`src/rtl/clk_period_meter.sv`:
```
// Measures the period and high time of an asynchronous signal in clk cycles,
// with one-shot or back-to-back operation and an abort limit.
module clk_period_meter #(
    parameter int          WIDTH   = 32,
    parameter int unsigned TIMEOUT = 1000000
) (
    input  logic             clk,
    input  logic             rst,
    input  logic             sig_in,
    input  logic             start,
    input  logic             cont,
    output logic             busy,
    output logic             done,
    output logic             valid,
    output logic             timeout,
    output logic [WIDTH-1:0] period,
    output logic [WIDTH-1:0] high_time
);

    typedef enum logic [1:0] {
        IDLE      = 2'd0,
        WAIT_EDGE = 2'd1,
        MEASURE   = 2'd2
    } state_t;

    localparam logic [WIDTH-1:0] LAST = WIDTH'(TIMEOUT - 1);
    localparam logic [WIDTH-1:0] ONE  = WIDTH'(1);

    state_t           state_q, state_d;
    logic             s1_q, s2_q, s3_q;
    logic             busy_q, busy_d;
    logic             done_q, done_d;
    logic             valid_q, valid_d;
    logic             timeout_q, timeout_d;
    logic [WIDTH-1:0] period_q, period_d;
    logic [WIDTH-1:0] high_q, high_d;
    logic [WIDTH-1:0] cnt_q, cnt_d;
    logic [WIDTH-1:0] hi_q, hi_d;
    logic [WIDTH-1:0] timer_q, timer_d;
    logic             rise;
    logic [WIDTH-1:0] s2_ext;

    // s3 only remembers the previous synchronized level for edge detection
    assign rise   = s2_q & ~s3_q;
    assign s2_ext = {{(WIDTH-1){1'b0}}, s2_q};

    always_comb begin
        state_d   = state_q;
        done_d    = 1'b0;
        valid_d   = valid_q;
        timeout_d = timeout_q;
        period_d  = period_q;
        high_d    = high_q;
        cnt_d     = cnt_q;
        hi_d      = hi_q;
        timer_d   = timer_q;

        case (state_q)
            IDLE: begin
                if (start) begin
                    state_d   = WAIT_EDGE;
                    valid_d   = 1'b0;
                    timeout_d = 1'b0;
                    timer_d   = '0;
                end
            end
            WAIT_EDGE: begin
                if (rise) begin
                    state_d = MEASURE;
                    cnt_d   = ONE;
                    hi_d    = ONE;
                end else if (timer_q == LAST) begin
                    state_d   = IDLE;
                    timeout_d = 1'b1;
                    valid_d   = 1'b0;
                end else begin
                    timer_d = timer_q + ONE;
                end
            end
            MEASURE: begin
                // An edge wins over an abort landing in the same cycle
                if (rise) begin
                    period_d = cnt_q;
                    high_d   = hi_q;
                    valid_d  = 1'b1;
                    done_d   = 1'b1;
                    cnt_d    = ONE;
                    hi_d     = ONE;
                    if (!cont) begin
                        state_d = IDLE;
                    end
                end else if (cnt_q == LAST) begin
                    state_d   = IDLE;
                    timeout_d = 1'b1;
                    valid_d   = 1'b0;
                end else begin
                    cnt_d = cnt_q + ONE;
                    hi_d  = hi_q + s2_ext;
                end
            end
            default: begin
                state_d = IDLE;
            end
        endcase

        busy_d = (state_d != IDLE);
    end

    always_ff @(posedge clk) begin
        if (rst) begin
            state_q   <= IDLE;
            s1_q      <= 1'b0;
            s2_q      <= 1'b0;
            s3_q      <= 1'b0;
            busy_q    <= 1'b0;
            done_q    <= 1'b0;
            valid_q   <= 1'b0;
            timeout_q <= 1'b0;
            period_q  <= '0;
            high_q    <= '0;
            cnt_q     <= '0;
            hi_q      <= '0;
            timer_q   <= '0;
        end else begin
            state_q   <= state_d;
            s1_q      <= sig_in;
            s2_q      <= s1_q;
            s3_q      <= s2_q;
            busy_q    <= busy_d;
            done_q    <= done_d;
            valid_q   <= valid_d;
            timeout_q <= timeout_d;
            period_q  <= period_d;
            high_q    <= high_d;
            cnt_q     <= cnt_d;
            hi_q      <= hi_d;
            timer_q   <= timer_d;
        end
    end

    assign busy      = busy_q;
    assign done      = done_q;
    assign valid     = valid_q;
    assign timeout   = timeout_q;
    assign period    = period_q;
    assign high_time = high_q;

endmodule

```
`config.mk`:
```
export PLATFORM = sky130hd
export DESIGN_NAME = clk_period_meter
export DESIGN_NICKNAME = d
export VERILOG_FILES = /design/src/rtl/clk_period_meter.sv
export SDC_FILE = /design/constraint.sdc
export NUM_CORES = 1
export LEC_CHECK = 0
export CAP_MARGIN = 20
export CORE_ASPECT_RATIO = 1.1
export CORE_MARGIN = 2
export CORE_UTILIZATION = 55
export CTS_CLUSTER_SIZE = 20
export DETAILED_ROUTE_END_ITERATION = 10
export GPL_ROUTABILITY_DRIVEN = 0
export GPL_TIMING_DRIVEN = 0
export HOLD_SLACK_MARGIN = 0.05
export PLACE_DENSITY_LB_ADDON = 0.08
export RECOVER_POWER = 50
export SLEW_MARGIN = 25
export SYNTH_ARGS = -nofsm -noshare
export SYNTH_HDL_FRONTEND = slang
export SYNTH_SLANG_ARGS = --single-unit
```
`constraint.sdc`:
```
create_clock -name clk -period 2.6 [get_ports clk]
set_input_delay 0.39 -clock clk [delete_from_list [all_inputs] [get_ports clk]]
set_output_delay 0.39 -clock clk [all_outputs]
set_load 0.02 [all_outputs]
```
; After elaboration in Yosys (flattened, before gate mapping)
; Index checks and enable logic that the tools add are counted.
[classes]
mux = 30
n_eq_ne = 13
n_bitwise = 3
add_sub_neg = 3
reduce_logical = 11
[ops]
columns = operator, count
row1 = 2-to-1 mux 32 bit, 8
row2 = case mux 32 bit (2 select lines), 3
row3 = "adder 32 x 1 -> 32 bit, second input constant", 2
row4 = "equality test 32 x 20 -> 1 bit, second input constant", 2
row5 = adder 32 x 1 -> 32 bit, 1
row6 = "inequality test 2 bit, second input constant", 7
row7 = 2-to-1 mux 2 bit, 6
row8 = 2-to-1 mux 1 bit, 10
row9 = "inequality test 3 bit, second input constant", 2
row10 = case mux 1 bit (3 select lines), 2
row11 = case mux 2 bit (3 select lines), 1
row12 = AND reduction 6 bit, 1
row13 = nonzero test 2 bit, 3
row14 = AND reduction 5 bit, 1
row15 = AND reduction 4 bit, 1
row16 = AND reduction 3 bit, 1
row17 = nonzero test 3 bit, 1
row18 = "equality test 2 x 1 -> 1 bit, second input constant", 1
row19 = "equality test 2 bit, second input constant", 1
row20 = logical NOT 2 bit, 1
row21 = NOT 1 bit, 2
row22 = AND reduction 2 bit, 1
row23 = OR reduction 2 bit, 1
row24 = AND 1 bit, 1
[totals]
output_inout_bits = 68
elab_cells = 73
ff_bits = 169

; Depth between registers and ports, before layout
; Gate-level depths: netlist of the first run.
[logic_depth]
word_depth = 5
depth_mapped = 10
depth_no_buf = 8

; Worst setup path after synthesis of the first run
; No wires, ideal clock.
[synth_timing]
path_type = reg-to-reg
startpoint = register state_q[1]
endpoint = register timer_q[21]
required_time_ps = 2530
stages_incl_launch_ff = 11
arrival_ps = 2141
setup_time_ps = 70
path_buffers = 2
synth_period_minus_slack_ps = 2212
setup_slack_ps = 388
cell_sequence = dfxtp_1 > inv_1 > ha_1 > clkbuf_1 > nand3b_1 > nand2_1 > nor3_2 > nand3_1 > clkbuf_1 > or3_1 > a21oi_1
[synth_via]
elab_chain_cells = 3
word_cells_on_any_way = 8
classes_between = 4 x eq/ne / 1 x mux / 3 x reduce/logical
[synth_lines]
columns = item, line
row1 = "start, declared", 29  ; state_t state_q, state_d;
row2 = "start signal, assigned", 125  ; state_q <= state_d;
row3 = equality test 2 x 1 -> 1 bit / logical NOT 2 bit (equally long branches), 58  ; case (state_q)
row4 = inequality test 2 bit (no source line) / nonzero test 2 bit (equally long branches), --
row5 = AND reduction 4 bit (no source line), --
row6 = "end signal, assigned", 137  ; timer_q <= timer_d;
row7 = "end, declared", 39  ; logic [WIDTH-1:0] timer_q, timer_d;
; Parallel ways exist; a longest one is shown, timed or not.
; A chain may end at the register's enable or synchronous reset.

; Worst setup path after layout of the first run
[layout_timing]
startpoint = register state_q[1]
endpoint = register cnt_q[29]
[layout_via]
elab_chain_cells = 3
word_cells_on_any_way = 7
classes_between = 4 x eq/ne / 1 x mux / 2 x reduce/logical
[layout_lines]
columns = item, line
row1 = equality test 2 bit / equality test 2 x 1 -> 1 bit (equally long branches), 58
row2 = "inequality test 3 bit (no source line), or another cell as far along", --
row3 = AND reduction 3 bit (no source line), --
row4 = "end signal, assigned", 135  ; cnt_q <= cnt_d;
row5 = "end, declared", 37  ; logic [WIDTH-1:0] cnt_q, cnt_d;
; Parallel ways exist; a longest one is shown, timed or not.

==> summary.txt, run 1 <==
Run status
  • Status: finished clean

Finish
  • Register area: ~3400 µm²
  • Area occupied by multi-input gates: roughly 3800 µm²
  • Fillers: 1166
  • Final net count: between 1000 and 1500
  • End-of-flow core utilization: 0.680
  • Fraction of layout cells with a size suffix above 1: 0.0574
  • # diodes: 0
  • Area grow syn2layout: 21.2%

STA
  • Final TNS setup: 0 ps
  • RSZ-0062 raised after global routing: yes
  • WHS: between 400 and 500 ps
  • Final setup fails: 0
  • Worst Setup Slack, final: approximately 110 ps
  • Slew margin rel.: 0.564
  • Final hold vios: 0
  • Worst Skew: 10.8 ps
  • Fin crit share: 0.957
  • Slew at the pin with the worst max-slew slack: around 650 ps
  • Final Critical Period: roughly 2500 ps
  • F_max: approximately 400 MHz
  • Final Slew Violations: 0

Critical path
  • Crit path DAT: 2790 ps
  • Reg-to-Reg Start: state_q[1]
  • Worst path top cell family by delay: simple AND/OR/NAND/NOR gates
  • Cells on worst reg2reg path: 8
  • Worst path buffer plus inverter count: 1
  • CP startpoint: state_q[1]
  • Startpoint type of the worst setup path: flip-flop
  • Kind of critical path: flip-flop to flip-flop
  • R2R Setup Slk: 110 ps
  • CP peak stage delay: a little under 700 ps
  • Largest fanout on the critical path: 6
  • Crit path cell chain: inv_1 > ha_1 > nor2b_2 > o2111ai_1 > nor4_1 > nand4_1 > xor2_1 > nor2_1
  • CP required: 2900 ps
  • CP max-delay cell: nor4_1
  • R2R Path End: cnt_q[29]
  • CP endpoint kind: flip-flop

Yosys
  • Synthesized area per cell: roughly 8.1 µm²
  • Synth Cell Area: approximately 7300 µm²
  • Area leader, netlist: dfxtp_1
  • Syn Inst Count: between 900 and 1000
  • Number of synthesized flops with an enable pin: 0
  • Post-synth top area share: 0.460
  • Cell variety after synth: 55
  • Synth Net Count: ~900
  • Count leader, synth: nand2_1
  • Commonest cells post-synth: 173 x nand2_1, 169 x dfxtp_1, 94 x nor2_1
  • Synth Register Bits: ~170
  • Ranking of synthesized cells by area: dfxtp_1 46%, nand2_1 8.8%, a21oi_1 6.3%
  • Fraction of registers with async set/reset: 0
  • Main flop type after synthesis: dfxtp_1
  • Sequential area share after synthesis: 0.460
  • Ys Warns: 0

Die
  • Initial core utilization: 0.561
  • Core Area: 13100 µm²
  • IO Pins: 73
  • Die width: 114 µm
  • Die Y: about 130 µm
  • Std-Cell Rows: 44
  • Die Area: 14300 µm²

Min path
  • Hold path cells: 2
  • Hold Path End: period[25]
  • Hold Crit Class: flip-flop to flip-flop
  • Min-delay src: period[25]

Clocking
  • Clk pin slew, worst setup/hold paths: about 60 ps
  • Max Root-Sink Buffers: 2
  • Worst-Skew Late Latency: ~430 ps
  • CTS buffer count: 17
  • CTS tree: done
  • H-tree depth: 4
  • Clk sinks: roughly 170
  • Root Buffer: clkbuf_16

Detailed routing
  • First-pass DRT Iterations: 5
  • DRC viols: 0
  • DR WL/cell: about 15 µm
  • DRT antenna net count: 0
  • WL final: approximately 18 mm
  • Initial drt markers: between 400 and 500
  • Via count: roughly 6600
  • Vias/cell: 5.66

GRT
  • Largest net degree at the start of global routing: 17
  • GR Util All Layers: 0.250
  • Initial antenna violation count: 0
  • Vias in the first global route: 6067
  • Grt ovf: 0
  • First-pass GRT wire length: ~29 mm

Placed design
  • Port Buffers: between 70 and 80
  • Place WS: -189 ps
  • Hpwl dp: 12.1 mm

Power
  • Pwr Density: 594 nW/µm²
  • Leakage: approximately 3.2 nW
  • Final Power: 5.29 mW
  • VDD IR max: about 0.00034 V

Job
  • # Max-Cap Violations: 0
[worst reg2reg max path: stages (launching register included)]
cell,delay [ps]
dfxtp_1,420
inv_1,90
ha_1,220
nor2b_2,230
o2111ai_1,310
nor4_1,680
nand4_1,190
xor2_1,160
nor2_1,50
[final cells by class]
class / instances / share of cell area
Buffer: 48 / 0.0225
Clock buffer: 18 / 0.0493
Clock inverter: 14 / 0.0167
Inverter: 12 / 0.00506
Multi-Input combinational cell: 677 / 0.422
Sequential cell: 169 / 0.380
Tap cell: 161 / 0.0226
Timing Repair Buffer: 73 / 0.0818
[flip-flops by register name, indices dropped and copies added, names as in the netlist]
| signal | count |
|---|---|
| done | 1 |
| valid | 1 |
| s3_q | 1 |
| timer_q | 32 |
| hi_q | 32 |
| state_q | 2 |
| cnt_q | 32 |
| period | 32 |
| s1_q | 1 |
| s2_q | 1 |
| high_time | 32 |
| busy | 1 |
| timeout | 1 |
[per-stage QoR]
step | area (µm²) | instances
finish | 8900 | 1172
global route | 8900 | 1172
CTS | 8890 | 1173
detailed placement | 8270 | 1140
global placement | 8270 | 1140
floorplan | 7350 | 907
[power breakdown]
part / switching (mW) / internal, mW / total, mW
Combinational: 0.125 / 0.0444 / 0.170
Sequential: 0.00876 / 2.60 / 2.61
Clock: 1.07 / 1.44 / 2.51
Total: 1.21 / 4.08 / 5.29
[layout by cell type, fill, tap and decap left out, types with 10 or more instances in the layout]
cell type,count
dlygate4sd3_1,69
clkbuf_16,17
and4_1,11
a21oi_1,93
inv_1,12
nand2_1,173
xor2_1,34
nand3_1,39
nor3_1,10
or3_1,17
xnor2_1,26
dfxtp_1,169
and3_1,17
nor2_1,94
nor4_1,18
nand4_1,33
o21ai_0,27
clkbuf_1,36
[layer usage]
| layer | wire (µm) | track usage |
|---|---|---|
| met4 | 464 | 0.0983 |
| met1 | 8290 | 0.339 |
| met5 | 0 | 0 |
| met3 | 685 | 0.0431 |
| met2 | 8110 | 0.398 |
[timing repair]
item                                    CTS  global route
hold endpoints to repair                  0             0
gates cloned                              0             0
pin swaps                                 1             2
endpoints found under the setup margin   17            94
gates resized for setup                   4            11
hold buffers                              0             0
buffers inserted                          1             0
[logic make-up (layout without fill, tap and decap cells)]
group,Yosys count,count (layout),share of synthesized area
AOI/OAI and AO/OA,147,147,0.110
adders and majority gates,9,9,0.0153
and+or+nand+nor,458,458,0.305
DFF,169,169,0.460
buffers and inverters,61,165,0.0334
xor gates and xnor gates,60,60,0.0715
muxes,3,3,0.00409
[worst max path at each step]
| stage | endpoint | slack [ps] | cells past startpoint |
|---|---|---|---|
| final | cnt_q[29] | 110 | 8 |
| after global routing | cnt_q[29] | -60 | 8 |
| after global placement | timer_q[21] | -190 | 10 |
| after floorplan | timer_q[21] | 390 | 10 |
| after CTS | busy | 4 | 7 |
| after detailed placement | timer_q[25] | -190 | 10 |
Power figures use the tool's default switching activity.
==> run 2, diff against run 1 <==
- CORE_UTILIZATION: 55 -> 57
==> run 2 against run 1 <==
Effect of this change:
- critical path type unchanged
- maximum frequency up 1.7%
- hold slack worse by 3.2 ps
- critical path depth unchanged
- largest power group unchanged
- die area down 3.4%
- via count up 0.38%
- clock power up 4%
- core utilization up 3.0 points
==> summary.txt, run 2 (synthesis results as in run 1) <==
Run status
  • Status: finished clean

Clocking
  • CTS tree: done
  • Clk pin slew, worst setup/hold paths: 60 ps (about the same)
  • Root Buffer: clkbuf_16
  • Worst-Skew Late Latency: 430 ps (about the same)
  • H-tree depth: 4 (unchanged)
  • Max Root-Sink Buffers: 2 (unchanged)
  • CTS Hold Bufs: 0 (unchanged)
  • Clk sinks: 169 (unchanged)
  • CTS buffer count: 17 (unchanged)

Detailed routing
  • DRT antenna net count: 0 (unchanged)
  • First-pass DRT Iterations: 6 (+1)
  • Initial drt markers: 488 (+1.0%)
  • DRC viols: 0 (unchanged)
  • Via count: 6655 (+0.38%)
  • Vias/cell: 5.69 (+0.63%)
  • WL final: 17.7 mm (+0.88%)
  • DR WL/cell: 15.1 µm (+1.1%)

GRT
  • Vias in the first global route: 5902 (-2.7%)
  • First-pass GRT wire length: 28.5 mm (-1.8%)
  • Largest net degree at the start of global routing: 17 (unchanged)
  • GR Util All Layers: 0.256 (+0.00577)
  • Grt ovf: 0 (unchanged)
  • Initial antenna violation count: 0 (unchanged)

Min path
  • Hold path cells: 1 (-1)
  • Hold Crit Class: flip-flop to flip-flop

Die
  • Initial core utilization: 0.584 (+0.0228)
  • IO Pins: 73 (unchanged)
  • Die Area: 13800 µm² (-3.4%)
  • Std-Cell Rows: 43 (-2.3%)
  • Core Area: 12600 µm² (-3.9%)
  • Die width: 112 µm (-1.7%)
  • Die Y: 123 µm (-1.7%)

STA
  • Final setup fails: 0 (unchanged)
  • Slew margin rel.: 0.516 (-0.0483)
  • Slew at the pin with the worst max-slew slack: 720 ps (+72.9 ps)
  • RSZ-0062 raised after global routing: yes
  • Final Critical Period: 2450 ps (-42.4 ps)
  • Worst Setup Slack, final: 154 ps (+42.4 ps)
  • Final Slew Violations: 0 (unchanged)
  • Final TNS setup: 0 ps (unchanged)
  • F_max: 409 MHz (+1.7%)
  • Worst Skew: 6.74 ps (-4.02 ps)
  • Fin crit share: 0.941 (-0.0163)
  • Final hold vios: 0 (unchanged)

Power
  • Final Power: 5.38 mW (+1.8%)
  • VDD IR max: 0.000429 V (+26%)
  • Leakage: 3.18 nW (+0.60%)
  • Pwr Density: 603 nW/µm² (+1.5%)

Critical path
  • CP required: 2960 ps (+60 ps)
  • Startpoint type of the worst setup path: flip-flop
  • Kind of critical path: flip-flop to flip-flop
  • Largest fanout on the critical path: 10 (+4)
  • CP endpoint kind: flip-flop
  • Crit path DAT: 2810 ps (+20 ps)
  • Cells on worst reg2reg path: 8 (unchanged)

Finish
  • Fillers: 1081 (-7.3%)
  • # diodes: 0 (unchanged)
  • Post-route insts no fill: 1169 (-0.26%)
  • Area grow syn2layout: 21.5%
  • Fraction of layout cells with a size suffix above 1: 0.0543 (-0.00302)
  • Most common cell after layout, fill and taps aside: nand2_1
  • Commonest non-fill, non-tap cells in the layout: 173 x nand2_1, 169 x dfxtp_1, 94 x nor2_1
  • Final net count: 1014 (+0.20%)

Placed design
  • Placed Instances: 1136 (-0.35%)
  • Hpwl dp: 12.2 mm (+0.21%)
  • Place WS: -199 ps (-10.8 ps)
  • Port Buffers: 72 (unchanged)

Job
  • # Max-Cap Violations: 0 (unchanged)
-- run 2: where the power goes --
| group | total, mW | internal, mW | leakage [nW] | switching, mW |
|---|---|---|---|---|
| clock | 2.61 | 1.60 | 0.292 | 1.00 |
| sequential | 2.61 | 2.60 | 1.36 | 0.00885 |
| combinational | 0.169 | 0.0439 | 1.53 | 0.125 |
| total | 5.38 | 4.25 | 3.18 | 1.14 |
-- run 2: final cells by class --
type	count	area, µm²	area share
multi-input combinational	677	3760	0.421
timing repair buffer	74	736	0.0824
inverter	12	45.0	0.00504
clock inverter	7	115	0.0129
clock buffer	24	492	0.0551
buffer	49	205	0.0230
sequential	169	3380	0.379
tap	157	196	0.0220
-- run 2: routing by layer --
| metal | vias up | wire length (µm) | global-route usage |
|---|---|---|---|
| met2 | 164 | 8170 | 0.422 |
| met3 | 35 | 725 | 0.0441 |
| met1 | 3108 | 8440 | 0.335 |
| met4 | 0 | 369 | 0.107 |
| li1 | 3348 | - | - |
| met5 | - | 0 | 0 |
-- run 2: worst max-delay path, cell delays in order, from the launching register on --
cell      delay (ps)
dfxtp_1          350
inv_1             90
ha_1             190
and3b_1          310
o211ai_1         200
or4_1            550
buf_2            190
or3_1            360
a21oi_1          140
-- run 2: timing repair --
| action | in CTS | in global routing |
|---|---|---|
| endpoints found under the setup margin | 19 | 73 |
| resized for setup | 3 | 13 |
| pin swaps | 1 | 3 |
| buffers inserted | 0 | 2 |
-- run 2: worst paths after layout --
| kind | start | end | slack (ps) |
|---|---|---|---|
| hold reg to reg | s1_q | s2_q | 450 |
| setup reg to reg | state_q[1] | hi_q[30] | 150 |
| hold / removal | s1_q | s2_q | 450 |
| setup / recovery | state_q[1] | hi_q[30] | 150 |
-- run 2: through the flow --
step                      area, µm²   util  hold WS (ps)
final                          8930  0.709           445
after global routing           8930  0.709           465
after CTS                      8880  0.706           451
after detailed placement       8260  0.656           439
after global placement         8260  0.656           443
after floorplan                7350      -           414
